`config.mk`:
```
export PLATFORM = sky130hd
export DESIGN_NAME = data_mem_arbiter
export DESIGN_NICKNAME = d
export VERILOG_FILES = /design/src/rtl/data_mem_arbiter.sv
export SDC_FILE = /design/constraint.sdc
export NUM_CORES = 1
export LEC_CHECK = 0
export ABC_AREA = 1
export CAP_MARGIN = 5
export CORE_AREA = 4 4 114 116
export CTS_CLUSTER_SIZE = 10
export DETAILED_ROUTE_END_ITERATION = 16
export DIE_AREA = 0 0 118 120
export SLEW_MARGIN = 20
export SYNTH_ARGS = -nofsm -noshare
export SYNTH_HDL_FRONTEND = slang
export SYNTH_SLANG_ARGS = --single-unit
```
`constraint.sdc`:
```
create_clock -name clk_i -period 1.85 [get_ports clk_i]
set_input_delay 0.185 -clock clk_i [delete_from_list [all_inputs] [get_ports clk_i]]
set_output_delay 0.185 -clock clk_i [all_outputs]
set_load 0.02 [all_outputs]
```
`src/rtl/data_mem_arbiter.sv`:
```
// Round-robin arbiter with request locking that shares one req/gnt/rvalid data memory port
// between two requesters and routes in-order responses back through a source-ID FIFO.
module data_mem_arbiter #(
    parameter int unsigned DATA_WIDTH      = 32,
    parameter int unsigned MAX_OUTSTANDING = 2
) (
    input  logic                  clk_i,
    input  logic                  rst_ni,

    input  logic                  p0_req_i,
    output logic                  p0_gnt_o,
    output logic                  p0_rvalid_o,
    input  logic [DATA_WIDTH-1:0] p0_addr_i,
    input  logic                  p0_we_i,
    input  logic [DATA_WIDTH-1:0] p0_wdata_i,
    output logic [DATA_WIDTH-1:0] p0_rdata_o,

    input  logic                  p1_req_i,
    output logic                  p1_gnt_o,
    output logic                  p1_rvalid_o,
    input  logic [DATA_WIDTH-1:0] p1_addr_i,
    input  logic                  p1_we_i,
    input  logic [DATA_WIDTH-1:0] p1_wdata_i,
    output logic [DATA_WIDTH-1:0] p1_rdata_o,

    output logic                  data_req_o,
    input  logic                  data_gnt_i,
    input  logic                  data_rvalid_i,
    output logic [DATA_WIDTH-1:0] data_addr_o,
    output logic                  data_we_o,
    output logic [DATA_WIDTH-1:0] data_wdata_o,
    input  logic [DATA_WIDTH-1:0] data_rdata_i,

    output logic                  err_o
);

    localparam int unsigned PtrW = (MAX_OUTSTANDING > 1) ? $clog2(MAX_OUTSTANDING) : 1;
    localparam int unsigned CntW = $clog2(MAX_OUTSTANDING + 1);
    localparam logic [PtrW-1:0] PtrLast = PtrW'(MAX_OUTSTANDING - 1);
    localparam logic [CntW-1:0] CntFull = CntW'(MAX_OUTSTANDING);

    logic                       r_lock;
    logic                       r_sel;
    logic                       r_last;
    logic [CntW-1:0]            r_cnt;
    logic [PtrW-1:0]            r_wptr;
    logic [PtrW-1:0]            r_rptr;
    logic [MAX_OUTSTANDING-1:0] r_ids;

    logic w_sel;
    logic w_req_sel;
    logic w_full;
    logic w_empty;
    logic w_hs;
    logic w_pop;
    logic w_head;
    logic w_lock_d;
    logic w_sel_d;

    // Explicit wrap so non-power-of-2 depths stay in range.
    function automatic logic [PtrW-1:0] ptr_inc(input logic [PtrW-1:0] ptr);
        return (ptr == PtrLast) ? '0 : ptr + PtrW'(1);
    endfunction

    always_comb begin
        w_sel = 1'b0;
        if (r_lock) begin
            w_sel = r_sel;
        end else if (p0_req_i && !p1_req_i) begin
            w_sel = 1'b0;
        end else if (!p0_req_i && p1_req_i) begin
            w_sel = 1'b1;
        end else if (p0_req_i && p1_req_i) begin
            w_sel = ~r_last;
        end
    end

    assign w_req_sel    = w_sel ? p1_req_i : p0_req_i;
    assign w_full       = (r_cnt == CntFull);
    assign w_empty      = (r_cnt == '0);

    // Full blocks new requests even if a pop lands this cycle: no rvalid-to-req path.
    assign data_req_o   = w_req_sel && !w_full;
    assign data_addr_o  = w_sel ? p1_addr_i  : p0_addr_i;
    assign data_we_o    = w_sel ? p1_we_i    : p0_we_i;
    assign data_wdata_o = w_sel ? p1_wdata_i : p0_wdata_i;

    assign w_hs         = data_req_o && data_gnt_i;
    assign p0_gnt_o     = w_hs && !w_sel;
    assign p1_gnt_o     = w_hs && w_sel;

    assign w_pop        = data_rvalid_i && !w_empty;
    assign w_head       = r_ids[r_rptr];
    assign p0_rvalid_o  = w_pop && !w_head;
    assign p1_rvalid_o  = w_pop && w_head;
    assign p0_rdata_o   = data_rdata_i;
    assign p1_rdata_o   = data_rdata_i;
    assign err_o        = data_rvalid_i && w_empty;

    // A stalled request pins the selection; a dropped locked request releases it.
    always_comb begin
        w_lock_d = r_lock;
        w_sel_d  = r_sel;
        if (w_hs) begin
            w_lock_d = 1'b0;
        end else if (data_req_o) begin
            w_lock_d = 1'b1;
            w_sel_d  = w_sel;
        end else if (r_lock && !w_req_sel) begin
            w_lock_d = 1'b0;
        end
    end

    always_ff @(posedge clk_i or negedge rst_ni) begin
        if (!rst_ni) begin
            r_lock <= 1'b0;
            r_sel  <= 1'b0;
            r_last <= 1'b1;
            r_cnt  <= '0;
            r_wptr <= '0;
            r_rptr <= '0;
            r_ids  <= '0;
        end else begin
            r_lock <= w_lock_d;
            r_sel  <= w_sel_d;
            if (w_hs) begin
                r_last        <= w_sel;
                r_ids[r_wptr] <= w_sel;
                r_wptr        <= ptr_inc(r_wptr);
            end
            if (w_pop) begin
                r_rptr <= ptr_inc(r_rptr);
            end
            if (w_hs && !w_pop) begin
                r_cnt <= r_cnt + CntW'(1);
            end else if (!w_hs && w_pop) begin
                r_cnt <= r_cnt - CntW'(1);
            end
        end
    end

endmodule
```
==> flow_summary.toml <==
[yosys]
synth_flop_cell = "dfrtp_1"
synth-warning-count = 0
synth_fp_nets = 505
synth_common_cells = "nand2_1 (211), buf_4 (66), dfrtp_1 (8)"
ys_types = 25
synth_edf_count = 0
async_reset_ff_share_pct = 100.0
postSynthAreaPerCell_um2 = 5.414
yosysMostFrequentCell = "nand2_1"
synth_area_leader_cell = "nand2_1"
synth-seq-area-share_pct = 12.45
syn_area_um2 = 1819
ys_ff_latch = 9
synth_area_leaders = "nand2_1 (44%), buf_4 (27%), dfrtp_1 (11%)"
yosys.area.top_type_share_pct = 43.54
syn_inst = 336

[pwr]
p_leak_nw = 1.876
pwr_density_cell_nw_per_um2 = 1276
peakVddDrop_mv = 0.4318

[routing]
dr.pass1.iters = 5
routed_wl_um = 8216
antenna_left = 0
wire_per_inst_um = 12.96
drc = 0
viasPerCell = 3.950
vias = 2504
drtIter0Drc = 82

[setup_path]
cp.arrival_ns = 1.59
worstSetupEndpointType = "primary output"
cp_common_cell = "nand2_1"
crit_chain = "clkdlybuf4s50_1, nand3_4, nand2_4, clkinv_8, buf_12, buf_6, nand2_1, nand2_1, buf_4"
cp-start-kind = "input port"
slowest_stage = "clkdlybuf4s50_1"
max_stage_delay_ns = 0.53
worstPathMaxFanout = 8
crit_required_ns = 1.66
crit_type = "input port to primary output"

[clocking]
clk_pin_slew_ns = 0.04
cts.sinks = 9
cts_buffers = 3
cts_tree = "done"
htree_levels = 1
postCtsHoldBufs = 0
clk_latency_ns = 0.23
root_buffer = "clkbuf_16"
cts.path.max_buffers = 2

[global_routing]
grt_use_met3_pct = 4.713
use_met1_pct = 10.07
grt_max_degree = 37
gr-usage-met2_pct = 19.76
grt_busiest_layer = "met2"
grt_pass1_wl_um = 12170
antenna_found_initial = 0
grt_usage_pct = 10.56
overflow = 0
grt_pass1_vias = 2539

[cells_and_area]
area_growth_syn_to_layout_pct = 95.74
nets = 657
drive_above_1_share_pct = 21.77
final_area_um2 = 3561
antennaDiodeCount = 0

[floorplanning]
design.core.area_um2 = 11910
pin_count = 303
initial_core_util_pct = 15.27
die_area_um2 = 14160
die_y_um = 120
dieWidth_um = 118
rows = 40

[sta]
slew_violations = 0
post-route-period-util_pct = 96.13
fin_crit_ns = 1.778
max_freq_mhz = 562.3
rsz0062_at_grt = "true"
finalHoldViolCount = 0
finalWorstSetupSlack_ns = 0.07154
tightest_slew_ns = 0.4025
relSlewSlack_pct = 73.08
setup_viol = 0
skew_ns = 0.001728

[placement]
gp_congestion = 0.8348
dp_hpwl_um = 6612
place_area_um2 = 3636
post-place-ws_ns = -0.3481
port-buffer-count = 206

[worst_hold_path]
hold_class = "input port to async pin"

[job]
drv_cap = 0

[run_status]
status = "finished clean"
==> critical path: cells and delay by family <==
| family | cells | cell delay (ns) |
|---|---|---|
| buffers and inverters | 5 | 1.06 |
| and+or+nand+nor | 4 | 0.35 |
==> cell type report <==
class / count / area (um2)
Clock buffer: 4 / 78.83
Fill cell: 1322 / 8351
Sequential cell: 9 / 226.5
Multi-Input combinational cell: 238 / 1010
Timing Repair Buffer: 225 / 2008
Inverter: 11 / 53.80
Tap cell: 147 / 183.9
==> worst paths after layout <==
kind / startpoint / end / slack, ns / depth (start not counted)
worst min-delay path: rst_ni / r_sel / 0.25 / 1
max in group asynchronous: rst_ni / r_last / 1.28 / 1
worst min register to register: r_ids[1] / r_ids[1] / 0.47 / 2
min in group clk_i: data_rdata_i[6] / p0_rdata_o[6] / 0.37 / 0
worst max register to register: r_last / r_cnt[1] / 0.08 / 11
worst max-delay path: p1_req_i / data_wdata_o[13] / 0.07 / 9
==> cell families (layout without fill, tap and decap cells) <==
kind of cell | count (synthesis) | in the layout | synth area share, %
fa+ha+maj | 1 | 1 | 0.6876
xor+xnor | 3 | 3 | 1.445
simple gates | 228 | 228 | 49.38
flops | 9 | 9 | 12.45
buf+inv | 89 | 240 | 34.39
compound gates | 6 | 6 | 1.650
==> layout by cell type, fill, tap and decap left out, types with 2 or more instances in the layout <==
cell type	n
xnor2_1	2
nand4_1	2
buf_6	4
inv_1	7
inv_2	3
buf_12	4
clkbuf_16	4
o21ai_0	3
nand2_1	209
nand2_2	2
buf_16	2
dfrtp_1	8
nand3_2	2
buf_4	16
nand3_1	4
clkdlybuf4s50_1	136
buf_2	59
nor2_1	3
==> per-layer routing <==
metal / wire, um / vias to the layer above
met5: 0 / -
met4: 293 / 0
met3: 967 / 23
met2: 4071 / 169
met1: 2883 / 1070
li1: - / 1242
==> metrics by stage <==
stage	power [mW]	setup TNS, ns	utilization [%]	hold WS, ns	std cells
2_1_floorplan	2.655	0	-	-0.1106	336
3_3_place_gp	4.340	-19.87	30.53	0.3702	625
3_5_place_dp	4.385	-21.67	30.53	0.3702	625
4_1_cts	4.494	-0.03667	29.40	0.2601	632
5_1_grt	4.924	-0.05320	29.90	0.2827	634
6_report	4.544	0	29.90	0.2541	634
==> timing repair <==
action | in CTS | in global routing
cloned | 2 | 1
setup endpoints to repair | 70 | 53
pin swaps | 1 | 1
setup buffers | 1 | 1
resized for setup | 285 | 15
==> power breakdown <==
part | switching [mW] | internal, mW
registers | 0.0832 | 0.302
logic | 2.23 | 1.56
clock network | 0.0803 | 0.287
==> registers in the layout (all words and copies together) (netlist names) <==
| signal | count |
|---|---|
| r_cnt | 2 |
| r_ids | 2 |
| r_last | 1 |
| r_lock | 1 |
| r_rptr | 1 |
| r_sel | 1 |
| r_wptr | 1 |
Power figures use the tool's default switching activity.
==> edit (config.mk and constraints unchanged) <==
The parameter `DATA_WIDTH` goes from 32 to 24.
--- a/src/rtl/data_mem_arbiter.sv
+++ b/src/rtl/data_mem_arbiter.sv
@@ -3,3 +3,3 @@
 module data_mem_arbiter #(
-    parameter int unsigned DATA_WIDTH      = 32,
+    parameter int unsigned DATA_WIDTH      = 24,
     parameter int unsigned MAX_OUTSTANDING = 2
Interface: changed (9 resized); port bits go from 303 to 231. The function was not compared with the original's and may differ.
==> edit against the original RTL <==
- area after synthesis down 18%
- design area down 19%
- sequential cell count unchanged
- total power down 18%
- clock power up 3%
- register-to-register slack worse by 40 ps
- routed wire length down 20%
- combinational power down 21%
- worst setup slack worse by 35 ps
- first-iteration DRC count down 78%
- highest routed layer is now met5
==> edit: results (changes against the original RTL) <==
detailed-route via count=2007 (was 2504); number of global-route vias before repair=1947 (was 2539); Synth top cells by count=162 x nand2_1, 53 x buf_4, 8 x dfrtp_1 (was 211 x nand2_1, 66 x buf_4, 8 x dfrtp_1); Post-Synth Adder-Cell Area=0.8340% (was 0.6878%); Hold/Removal Path Class=primary input to async pin (unchanged); status=finished clean (unchanged); global-route wire length before repair=8.914 mm (was 12.17 mm); Skew-Pair Late Insertion Delay=230 ps (about the same); Seq/Total Area, Yosys=15.10% (was 12.45%); gp weighted congestion=0.8024 (was 0.8348); fin cells=535 (was 634); slowest CP cell=dfstp_2 (was clkdlybuf4s50_1); level count of the clock H-tree=1 (unchanged); Avg Cell Area, Syn=5.598 um^2 (was 5.414 um^2); RR Endpoint=r_cnt[1] (unchanged); Total GRT Usage=7.545% (was 10.56%); Synth Area in Compound Gates=2.002% (was 1.651%); RR Startpoint=r_last (unchanged); mux contribution to synthesized area=0% (unchanged); Ys Warns=0 (unchanged); max incr delay on CP=530 ps (about the same); Slew headroom=71.91% (was 73.08%); Max IR drop VDD=0.4768 mV (was 0.4318 mV); n_diodes=0 (unchanged); Port Buffer Count=158 (was 206); main area contributors after synthesis=nand2_1 41%, buf_4 27%, dfrtp_1 13% (was nand2_1 44%, buf_4 27%, dfrtp_1 11%); internal reg-to-reg setup slack=40 ps (was 80 ps); top fanout value on the critical path=4 (was 8); 1st-pass router iterations=6 (was 5); reg2reg path depth=11 (unchanged); syn_nets=397 (was 505); largest net degree at the start of global routing=38 (was 37); Cells after DPL=527 (was 625); biggest regs=r_cnt x2, r_ids x2 (unchanged); WL/cell=12.27 um (was 12.96 um); clk slew on worst S/H paths=40 ps (about the same); clk buf depth=2 (unchanged); Worst Skew=3.870 ps (was 1.728 ps); share of cells above drive strength 1=22.42% (was 21.77%); CTS Buf Count=3 (unchanged); DP Area=2955 um^2 (was 3636 um^2); Final nets=518 (was 657); prevailing post-synth register cell=dfrtp_1 (unchanged); CP delay by family, top=flip-flops (was buffers and inverters); Netlist cell types=24 (was 25); Switching Fraction=52.00% (was 52.72%); P_leak=1.519 nW (was 1.876 nW); initial DRC count=18 (was 82); XOR/XNOR share of the synthesized area=1.751% (was 1.444%); final hold vios=0 (unchanged); CP arrival=1920 ps (was 1590 ps); worst hold-check slack=256.1 ps (was 254.1 ps); hpwl dp=5.211 mm (was 6.612 mm); initial antenna violation count=1 (was 0)
==> edit: metal layers <==
layer	track usage [%]	wire length, um	part of all wire (%)	vias to the layer above
met5	0	12	0.18	-
met3	3.063	651	9.9	24
met2	14.55	3462	53	123
met1	7.163	2254	34	861
li1	-	-	-	997
met4	2.711	183	2.8	2
==> edit: worst max-delay path by stage <==
| stage | start | cells past startpoint | slack (ps) | end |
|---|---|---|---|---|
| 3_5_place_dp | p0_req_i | 9 | -370 | data_wdata_o[4] |
| 5_1_grt | r_lock | 10 | -50 | p0_gnt_o |
| 6_report | r_last | 11 | 40 | r_cnt[1] |
| 2_1_floorplan | r_last | 9 | 210 | r_cnt[1] |
| 4_1_cts | r_last | 8 | 0.2 | data_wdata_o[11] |
| 3_3_place_gp | p0_req_i | 9 | -330 | data_wdata_o[4] |
==> edit: layout make-up <==
type / count / area (um^2)
timing repair buffer: 174 / 1529
fill: 1344 / 9019
clock buffer: 4 / 78.83
multi-input combinational: 190 / 825.8
sequential: 9 / 226.5
inverter: 11 / 48.80
tap: 147 / 183.9
==> edit: timing repair <==
item                       CTS  global route
buffers inserted             0             1
pin swaps                    0             0
gates resized for setup    177            42
cloned                       0             3
setup endpoints to repair   53            39
==> edit: through the flow <==
stage | setup TNS, ps | setup slack (ps)
after global routing | -98.98 | -52.40
after global placement | -13780 | -332.8
after floorplan | 0 | 207.8
after CTS | 0 | 0.1595
final | 0 | 36.19
after detailed placement | -15300 | -370.2
==> edit: kinds of logic (layout without fill, tap and decap cells) <==
| family | after synthesis | after routing |
|---|---|---|
| compound gates | 6 | 6 |
| flops | 9 | 9 |
| fa+ha+maj | 1 | 1 |
| xor+xnor | 3 | 3 |
| buf+inv | 69 | 189 |
| simple gates | 180 | 180 |
==> edit: power by group through the flow <==
stage	combinational, W	sequential, W	clock [W]
6_report	0.00298	0.000389	0.000377
5_1_grt	0.00326	0.000407	0.000400
3_5_place_dp	0.00320	0.000385	0
2_1_floorplan	0.00183	0.000361	0
4_1_cts	0.00296	0.000387	0.000383
3_3_place_gp	0.00317	0.000380	0
